<file path="src/rtl/pfw_pkg.sv">
// rtl/pfw_pkg.sv - shared types and helpers for the pattern frame writer
//
// Purpose: pattern and FSM state enumerations plus the RGB565 pack helper
// used by every pixel lane of pattern_frame_writer.
package pfw_pkg;

  typedef enum logic [1:0] {
    PAT_SOLID = 2'd0,
    PAT_CROSS = 2'd1,
    PAT_GREY  = 2'd2,
    PAT_RAMP  = 2'd3
  } pattern_e;

  typedef enum logic [1:0] {
    IDLE = 2'd0,
    RUN  = 2'd1,
    DONE = 2'd2
  } state_e;

  // 8-bit-per-channel colour to RGB565; the low channel bits are truncated.
  function automatic logic [15:0] rgb565(input logic [7:0] r, input logic [7:0] g,
                                         input logic [7:0] b);
    return {r[7:3], g[7:2], b[7:3]};
  endfunction

endpackage

</file>
<file path="src/rtl/pfw_pixel_gen.sv">
// rtl/pfw_pixel_gen.sv - combinational test-pattern pixel generator (one lane)
//
// Purpose: maps (pattern, x, y) to one RGB565 pixel.
// Ports:
//   sel_in   pattern select
//   x_in     pixel column
//   y_in     pixel row
//   pix_out  RGB565 pixel
module pfw_pixel_gen
  import pfw_pkg::*;
#(
  parameter int HRES = 1280,
  parameter int VRES = 720
) (
  input  pattern_e    sel_in,
  input  logic [15:0] x_in,
  input  logic [15:0] y_in,
  output logic [15:0] pix_out
);

  logic [7:0] w_blue_ramp;

  always_comb begin
    w_blue_ramp = x_in[7:0] + y_in[7:0];
    pix_out     = 16'h0000;
    case (sel_in)
      PAT_SOLID: pix_out = rgb565(8'hFF, 8'h00, 8'hFF);
      PAT_CROSS: pix_out = ((x_in == 16'(HRES / 2)) || (y_in == 16'(VRES / 2))) ?
                           16'hFFFF : 16'h0000;
      PAT_GREY:  pix_out = rgb565(x_in[7:0], x_in[7:0], x_in[7:0]);
      PAT_RAMP:  pix_out = rgb565(x_in[7:0], y_in[7:0], w_blue_ramp);
      default:   pix_out = 16'h0000;
    endcase
  end

endmodule

</file>
<file path="src/rtl/pattern_frame_writer.sv">
// rtl/pattern_frame_writer.sv - test-pattern frame source for the framebuffer write path
//
// Purpose: emits an HRES x VRES RGB565 frame, PIX_PER_BEAT pixels per beat, on
// independent address/data valid-ready channels. Single-shot or continuous,
// optional double-buffered base, one-cycle frame-done pulse.
// Optional feature macro: PFW_CHECKSUM_EN adds checksum_out (sum of all pixels).
// Ports:
//   clk_in, rst_n_in                 clock, async active-low reset
//   start_in, continuous_in          frame start pulse, auto-restart select
//   pattern_sel_in, base0_in/base1_in  pattern and buffer bases, latched at frame start
//   addr_valid_out/addr_ready_in/addr_out             address channel
//   data_valid_out/data_ready_in/data_out/data_last_out  data channel
//   busy_out, frame_done_out, buf_sel_out            status
//   checksum_out                     frame pixel checksum (PFW_CHECKSUM_EN only)
module pattern_frame_writer
  import pfw_pkg::*;
#(
  parameter int HRES       = 1280,
  parameter int VRES       = 720,
  parameter int DATA_W     = 128,
  parameter int ADDR_W     = 27,
  parameter int DOUBLE_BUF = 1
) (
  input  logic              clk_in,
  input  logic              rst_n_in,
  input  logic              start_in,
  input  logic              continuous_in,
  input  logic [1:0]        pattern_sel_in,
  input  logic [ADDR_W-1:0] base0_in,
  input  logic [ADDR_W-1:0] base1_in,
  input  logic              addr_ready_in,
  output logic              addr_valid_out,
  output logic [ADDR_W-1:0] addr_out,
  input  logic              data_ready_in,
  output logic              data_valid_out,
  output logic [DATA_W-1:0] data_out,
  output logic              data_last_out,
  output logic              busy_out,
  output logic              frame_done_out,
  output logic              buf_sel_out
`ifdef PFW_CHECKSUM_EN
  ,
  output logic [31:0]       checksum_out
`endif
);

  localparam int PPB  = DATA_W / 16;
  localparam int BPL  = HRES / PPB;
  localparam int HC_W = (BPL > 1) ? $clog2(BPL) : 1;
  localparam int VC_W = (VRES > 1) ? $clog2(VRES) : 1;
  localparam logic [ADDR_W-1:0] BEAT_BYTES = ADDR_W'(DATA_W / 8);

  state_e            r_state, w_state_next;
  pattern_e          r_pattern;
  logic [HC_W-1:0]   r_hcount;
  logic [VC_W-1:0]   r_vcount;
  logic [ADDR_W-1:0] r_addr;
  logic              r_addr_valid, r_data_valid, r_buf_sel;
  logic [DATA_W-1:0] w_data;

  logic w_addr_acc, w_data_acc, w_beat_done, w_last_beat, w_enter_run, w_buf_next;

  assign w_addr_acc  = r_addr_valid & addr_ready_in;
  assign w_data_acc  = r_data_valid & data_ready_in;
  // A channel whose valid is already low has been accepted earlier in this beat.
  assign w_beat_done = (r_state == RUN) && (!r_addr_valid || addr_ready_in) &&
                       (!r_data_valid || data_ready_in);
  assign w_last_beat = (r_hcount == HC_W'(BPL - 1)) && (r_vcount == VC_W'(VRES - 1));
  assign w_enter_run = ((r_state == IDLE) && start_in) || ((r_state == DONE) && continuous_in);
  // Buffer toggles on leaving DONE, so a continuous restart must already use the new one.
  assign w_buf_next  = ((r_state == DONE) && (DOUBLE_BUF != 0)) ? ~r_buf_sel : r_buf_sel;

  always_ff @(posedge clk_in or negedge rst_n_in) begin
    if (!rst_n_in) r_state <= IDLE;
    else           r_state <= w_state_next;
  end

  always_comb begin
    w_state_next = r_state;
    case (r_state)
      IDLE:    if (start_in) w_state_next = RUN;
      RUN:     if (w_beat_done && w_last_beat) w_state_next = DONE;
      DONE:    w_state_next = continuous_in ? RUN : IDLE;
      default: w_state_next = IDLE;
    endcase
  end

  always_ff @(posedge clk_in or negedge rst_n_in) begin
    if (!rst_n_in) begin
      r_pattern    <= PAT_SOLID;
      r_hcount     <= '0;
      r_vcount     <= '0;
      r_addr       <= '0;
      r_addr_valid <= 1'b0;
      r_data_valid <= 1'b0;
      r_buf_sel    <= 1'b0;
    end else begin
      r_buf_sel <= w_buf_next;
      if (w_enter_run) begin
        r_pattern    <= pattern_e'(pattern_sel_in);
        r_hcount     <= '0;
        r_vcount     <= '0;
        r_addr       <= w_buf_next ? base1_in : base0_in;
        r_addr_valid <= 1'b1;
        r_data_valid <= 1'b1;
      end else if (r_state == RUN) begin
        if (w_beat_done) begin
          r_addr_valid <= !w_last_beat;
          r_data_valid <= !w_last_beat;
          if (!w_last_beat) begin
            r_addr <= r_addr + BEAT_BYTES;
            if (r_hcount == HC_W'(BPL - 1)) begin
              r_hcount <= '0;
              r_vcount <= r_vcount + 1'b1;
            end else begin
              r_hcount <= r_hcount + 1'b1;
            end
          end
        end else begin
          r_addr_valid <= r_addr_valid & ~w_addr_acc;
          r_data_valid <= r_data_valid & ~w_data_acc;
        end
      end
    end
  end

  for (genvar i = 0; i < PPB; i++) begin : g_lane
    logic [15:0] w_x;
    assign w_x = 16'(r_hcount) * 16'(PPB) + 16'(i);
    pfw_pixel_gen #(.HRES(HRES), .VRES(VRES)) u_pix (
      .sel_in (r_pattern),
      .x_in   (w_x),
      .y_in   (16'(r_vcount)),
      .pix_out(w_data[16*i +: 16])
    );
  end

  assign addr_valid_out = r_addr_valid;
  assign addr_out       = r_addr;
  assign data_valid_out = r_data_valid;
  assign data_out       = (r_state == RUN) ? w_data : '0;
  assign data_last_out  = r_data_valid && w_last_beat;
  assign busy_out       = (r_state == RUN);
  assign frame_done_out = (r_state == DONE);
  assign buf_sel_out    = r_buf_sel;

`ifdef PFW_CHECKSUM_EN
  logic [31:0] w_beat_sum, r_sum;

  always_comb begin
    w_beat_sum = '0;
    for (int i = 0; i < PPB; i++) w_beat_sum = w_beat_sum + 32'(w_data[16*i +: 16]);
  end

  always_ff @(posedge clk_in or negedge rst_n_in) begin
    if (!rst_n_in) begin
      r_sum        <= '0;
      checksum_out <= '0;
    end else begin
      if (w_enter_run)     r_sum <= '0;
      else if (w_data_acc) r_sum <= r_sum + w_beat_sum;
      if (r_state == DONE) checksum_out <= r_sum;
    end
  end
`else
  // Default build carries no checksum accumulator.
`endif

endmodule
</file>
<file path="config.mk">
export PLATFORM = sky130hd
export DESIGN_NAME = pattern_frame_writer
export DESIGN_NICKNAME = d
export VERILOG_FILES = /design/src/rtl/pfw_pkg.sv /design/src/rtl/pfw_pixel_gen.sv /design/src/rtl/pattern_frame_writer.sv
export SDC_FILE = /design/constraint.sdc
export NUM_CORES = 1
export LEC_CHECK = 0
export CAP_MARGIN = 0
export CORE_MARGIN = 3
export CORE_UTILIZATION = 39
export DETAILED_ROUTE_END_ITERATION = 12
export PLACE_DENSITY = 0.78
export SLEW_MARGIN = 20
export SYNTH_ARGS = -nofsm -noshare
export SYNTH_HDL_FRONTEND = slang
export SYNTH_SLANG_ARGS = --single-unit
</file>
<file path="constraint.sdc">
create_clock -name clk_in -period 2.71 [get_ports clk_in]
set_input_delay 0.4065 -clock clk_in [delete_from_list [all_inputs] [get_ports clk_in]]
set_output_delay 0.4065 -clock clk_in [all_outputs]
set_load 0.05 [all_outputs]
</file>
==> out/metrics.cfg, run 1 <==
[outcome]
outcome = finished, violations left
failed_checks = negative setup slack

[power_and_ir_drop]
power.density_nw_per_um2 = 1450
vdd_drop_max_v = 0.000742
seq_power_share_pct = 9.7
power_frac_comb_pct = 85.6
sw_frac_of_total_pct = 53.7
clkPwrFrac_pct = 4.7
leakage_uw = 0.00390
switching_power_uw = 7580
internal-power_uw = 6550
finalPower_uw = 14100

[finish]
multiInputGateArea_um2 = 3830
fin_nets = 938
utilization_pct = 79.4
diodes = 0
seq_area_um2 = 1310
final_cell_mix = buf_12 (136), clkdlybuf4s50_1 (91), nand2_1 (73)
syn2layout_area_growth_pct = 93.8
stdcell_count = 1030
final_common_cell = buf_12
drive_above_1_share_pct = 41.4
num-fill-cells = 744

[critical_path]
criticalPathCategory = flop to primary output
arrival_ps = 2410
end_kind = primary output
worst_path_max_delay_cell = or4_4
crit_path_max_fanout = 7
worstPathRequired_ps = 2300
crit_path_start_kind = flop
path_delay_family = simple AND/OR/NAND/NOR gates
max_stage_delay_ps = 750
crit_buf_inv = 3
crit_path_frequent_cell = buf_12
path_cells = inv_6 > ha_4 > nand4_1 > or4_4 > a21oi_4 > buf_12 > buf_12

[die]
fp.dieH_um = 120
start_util_pct = 41.0
ioPinCount = 223
core_area_um2 = 12300
row_count = 40
die_x_um = 120
die_area_um2 = 14300

[sta]
max_freq_mhz = 354
hold_violations = 0
fin_crit_sh_pct = 104
rsz0062_at_grt = true
tightestPinTransition_ps = 712
period_minus_slack_ps = 2820
final-setup-viol-count = 65
finClkSkew_ps = 7.42
finalWorstSetupSlack_ps = -111
whs_ps = 60.1
maxSlewViolCount = 0
slew_headroom_pct = 52.1

[detailed_routing]
drt-total-wl_um = 21000
detail_route.vias_per_cell = 5.82
drc = 0
drt-wirelength-per-cell_um = 20.4
drtAntennaViolNets = 0
vias = 5997
first_iter_violations = 373
dr.pass1.iters = 7

[synth]
seq_area_frac_synth_pct = 25.8
syn_avg_cell_area_um2 = 7.59
syn_inst = 665
yosys_warnings = 0
ys_types = 54
ys_ff_latch = 52
synthFlopType = dfrtp_1
synth_edf_count = 0
ys_async_sr_fraction_pct = 100
syn_nets = 742
syn-cell-area_um2 = 5040

[grt]
grt_max_degree = 37
grt_pass1_wl_um = 30700
antenna_found_initial = 0
grt_overflow = 0
grt_pass1_vias = 5783
track_usage_pct = 26.2

[clock_network]
clock_latency_ps = 300
htreeDepth = 2
cts_buffers = 5
clk_pin_slew_worst_paths_ps = 70
cts_sinks = 52
ctsRootBufferMaster = clkbuf_16
clk_path_buf_depth = 2
cts_tree = done
hold_buffers = 0

[place]
gp_congestion = 0.935
pre_cts_ws_ps = 84.2
port_buffers = 222
dp_hpwl_um = 15200
place_inst = 1001

[worst_hold_path]
min_path_type = input pin to asynchronous set/reset pin

[job]
cap_violations = 0

[flip-flops by register name, indices dropped and copies added, names as in the netlist]
register        count
addr_out           27
r_vcount           10
r_hcount            8
r_pattern           2
r_state             2
addr_valid_out      1
buf_sel_out         1
data_valid_out      1
[cell usage after synthesis, types with 3 or more instances]
cell type / instances / share of area, %
nor2_1: 35 / 2.6
nand4_1: 12 / 1.5
nand3_1: 31 / 3.1
nor4_1: 5 / 0.62
xnor2_1: 34 / 5.9
clkbuf_1: 29 / 2.2
a211oi_1: 9 / 1.3
nor2b_1: 10 / 1.2
inv_1: 24 / 1.8
and2_1: 3 / 0.37
nand2b_1: 10 / 1.2
or2_2: 6 / 0.74
dfrtp_1: 52 / 26
a31oi_1: 16 / 2.0
mux2i_1: 11 / 2.2
xor2_1: 19 / 3.3
ha_1: 13 / 3.2
o21ai_0: 55 / 5.5
buf_2: 8 / 0.79
buf_4: 66 / 9.8
o211ai_1: 12 / 1.8
o221ai_1: 3 / 0.52
nor3_1: 8 / 0.79
a21o_1: 7 / 1.0
and3_1: 5 / 0.62
mux2_2: 6 / 1.3
nand2_1: 78 / 5.8
o31ai_1: 4 / 0.60
a21oi_1: 59 / 5.9
o2111ai_1: 3 / 0.52
or3_1: 3 / 0.37
buf_1: 4 / 0.30
[power by group through the flow]
stage	clock network [uW]	registers, uW	logic [uW]
floorplan	0	1950	5890
global placement	0	1360	11400
detailed placement	0	1370	11500
CTS	666	1360	11700
global route	700	1410	12500
finish	665	1380	12100
[kinds of logic after synthesis]
kind of cell / synth area share (%)
AO/OA/AOI/OAI: 21.5
XOR/XNOR: 9.52
adder cells (fa/ha/maj): 4.02
buffers and inverters: 14.9
flip-flops: 25.8
multiplexers: 3.52
AND/OR/NAND/NOR: 20.8
[routing by layer]
layer / GRT usage, % / up-vias / share of wire, %
li1: - / 2658 / -
met1: 31.5 / 2846 / 36
met2: 45.6 / 419 / 50
met3: 6.13 / 74 / 9.7
met4: 9.66 / 0 / 4.1
met5: 0 / - / 0
[metrics by stage]
step	instance area, um^2	setup TNS [ps]
global route	9780	-9160
CTS	9420	-885
detailed placement	9010	0
global placement	9010	0
finish	9780	-4780
floorplan	5560	-1070
[timing repair]
| action | CTS | global route |
|---|---|---|
| pin swaps | 17 | 36 |
| buffers inserted | 11 | 9 |
| gates resized for setup | 42 | 67 |
| endpoints found under the hold margin | 0 | 0 |
| endpoints found under the setup margin | 109 | 124 |
| gates cloned | 2 | 0 |
[final timing paths]
check,startpoint,end,slack [ps],depth (start not counted)
worst min-delay path,rst_n_in,addr_out[20]$_DFFE_PN0P_,60,1
worst max-delay path,r_vcount[1]$_DFFE_PN0P_,data_out[105],-110,7
worst max register to register,r_vcount[1]$_DFFE_PN0P_,r_vcount[6]$_DFFE_PN0P_,170,8
max in group asynchronous,rst_n_in,r_vcount[1]$_DFFE_PN0P_,1820,2
min in group clk_in,addr_out[0]$_DFFE_PN0P_,addr_out[0]$_DFFE_PN0P_,490,2
worst min register to register,addr_out[0]$_DFFE_PN0P_,addr_out[0]$_DFFE_PN0P_,490,2
[cell type report]
type	instances	share of cell area, %
clock buffer	7	1.46
clock inverter	1	0.0768
inverter	24	1.01
multi-input combinational	484	39.1
sequential	52	13.4
tap	168	2.15
timing repair buffer	294	42.8
Note: power is estimated with default switching activity, not from simulation.
==> run 2: changes to the inputs <==
--- a/config.mk
+++ b/config.mk
@@ -10,6 +10,8 @@
 export CORE_UTILIZATION = 39
 export DETAILED_ROUTE_END_ITERATION = 12
 export PLACE_DENSITY = 0.78
+export SETUP_SLACK_MARGIN = 0.15
+export SKIP_CTS_REPAIR_TIMING = 1
 export SLEW_MARGIN = 20
 export SYNTH_ARGS = -nofsm -noshare
 export SYNTH_HDL_FRONTEND = slang
==> out/metrics.cfg, run 2 (same netlist as run 1, synthesis figures left out) <==
[grt]
met2_usage_pct = 46.5
grt_pass1_wl_um = 29700
antenna_found_initial = 0
grt_overflow = 0
grtUsageMet3_pct = 5.23
track_usage_pct = 25.4
busiest_layer = met2
met1_usage_pct = 29.1
grt_max_degree = 42
grt_pass1_vias = 5596

[sta]
fin_crit_sh_pct = 106
rsz0062_at_grt = true
slew_headroom_pct = 46.9
finalWorstSetupSlack_ps = -174
maxSlewViolCount = 0
hold_violations = 0
max_freq_mhz = 347
period_minus_slack_ps = 2880
finClkSkew_ps = 13.2
final-setup-viol-count = 102
tightestPinTransition_ps = 788

[clock_network]
cts_tree = done
cts_buffers = 5
cts_sinks = 52
clk_path_buf_depth = 2
clock_latency_ps = 300
htreeDepth = 2
clk_pin_slew_worst_paths_ps = 70
ctsRootBufferMaster = clkbuf_16

[place]
dp_hpwl_um = 15400
port_buffers = 222
gp_congestion = 0.926
pre_cts_ws_ps = 10.2

[detailed_routing]
dr.pass1.iters = 6
drc = 0
first_iter_violations = 414
detail_route.vias_per_cell = 5.82
drtAntennaViolNets = 0
vias = 6039
drt-total-wl_um = 22500
drt-wirelength-per-cell_um = 21.7

[die]
die_x_um = 120
die_area_um2 = 14300
row_count = 40
core_area_um2 = 12300
start_util_pct = 41.0
ioPinCount = 223
fp.dieH_um = 120

[critical_path]
crit_path_max_fanout = 7
crit_path_start_kind = flop
path_delay_family = simple AND/OR/NAND/NOR gates
arrival_ps = 2480
crit_buf_inv = 2
criticalPathCategory = flop to primary output
end_kind = primary output
path_cells = ha_4 > nand4_1 > inv_1 > nand2_1 > nand3_2 > o2111ai_4 > o21ai_4 > buf_12
worst_path_max_delay_cell = dfrtp_1
worstPathRequired_ps = 2300
max_stage_delay_ps = 520

[finish]
drive_above_1_share_pct = 43.5
final_cell_mix = buf_12 (143), clkdlybuf4s50_1 (91), nand2_1 (72)
final_common_cell = buf_12
syn2layout_area_growth_pct = 102
num-fill-cells = 645
diodes = 0
fin_nets = 945
largest_reg_flops = 27

[power_and_ir_drop]
switching_power_uw = 7900
power_frac_comb_pct = 86.2
leakage_uw = 0.00402
vdd_drop_max_v = 0.000744
power.density_nw_per_um2 = 1460
internal-power_uw = 6990
sw_frac_of_total_pct = 53.1
finalPower_uw = 14900
clkPwrFrac_pct = 4.2
seq_power_share_pct = 9.5

[outcome]
failed_checks = negative setup slack
outcome = finished, violations left

[job]
cap_violations = 0

[worst_hold_path]
min_path_type = input pin to asynchronous set/reset pin

## run 2: changes by cell type in the layout (fill, tap and decap cells not counted), sizes merged
cell | previous run | this run
inv | 23 | 22
clkinv | 0 | 2
clkinvlp | 2 | 1
buf | 202 | 209
## run 2: metal layers
metal  vias to the layer above  part of all wire, %  wire length [um]
li1                       2680                    -                 -
met1                      2873                   37              8390
met2                       416                   50             11200
met3                        70                  9.0              2020
met4                         0                  3.9               877
met5                         -                    0                 0
## run 2: final timing paths
| path | start | end | slack, ps | cells after the start |
|---|---|---|---|---|
| worst max register to register | r_vcount[0]$_DFFE_PN0P_ | r_hcount[2]$_DFFE_PN0P_ | 320 | 9 |
| min in group clk_in | addr_out[2]$_DFFE_PN0P_ | addr_out[2]$_DFFE_PN0P_ | 490 | 2 |
| max in group asynchronous | rst_n_in | r_hcount[1]$_DFFE_PN0P_ | 1960 | 2 |
| worst max-delay path | r_vcount[6]$_DFFE_PN0P_ | data_out[20] | -170 | 8 |
| worst min-delay path | rst_n_in | addr_out[13]$_DFFE_PN0P_ | 170 | 1 |
| worst min register to register | addr_out[2]$_DFFE_PN0P_ | addr_out[2]$_DFFE_PN0P_ | 490 | 2 |
## run 2: cell type report
type / count / area (um^2) / area share (%)
inverters: 24 / 98.8 / 0.969
clock buffers: 7 / 133 / 1.30
repair buffers: 301 / 4340 / 42.5
clock inverters: 1 / 8.76 / 0.0858
multi-input cells: 484 / 4110 / 40.3
well taps: 168 / 210 / 2.06
flip-flops and latches: 52 / 1310 / 12.8
## run 2: stage by stage
stage          cells  hold slack, ps  util [%]  area (um^2)  TNS, ps
2_1_floorplan    665             111         -         5640     -580
3_3_place_gp     995             466      74.1         9120        0
3_5_place_dp     995             474      74.1         9120        0
4_1_cts         1003             184      75.2         9260   -15010
5_1_grt         1037             202      82.9        10200   -15830
6_report        1037             165      82.9        10200    -7050
## run 2: worst reg2reg max path, stage by stage (launching register included)
cell	delay [ps]
dfrtp_1	380
buf_4	170
ha_2	200
nand3_1	140
or4b_4	580
o21a_2	310
buf_4	180
nand2_1	100
nand3_1	90
o21ai_0	140
## run 2: power by group through the flow
stage	registers (uW)	clock network (uW)	logic [uW]
after floorplan	1950	0	5990
after global placement	1380	0	11600
after detailed placement	1390	0	11700
after CTS	1390	635	11700
after global routing	1460	670	13200
final	1420	631	12800
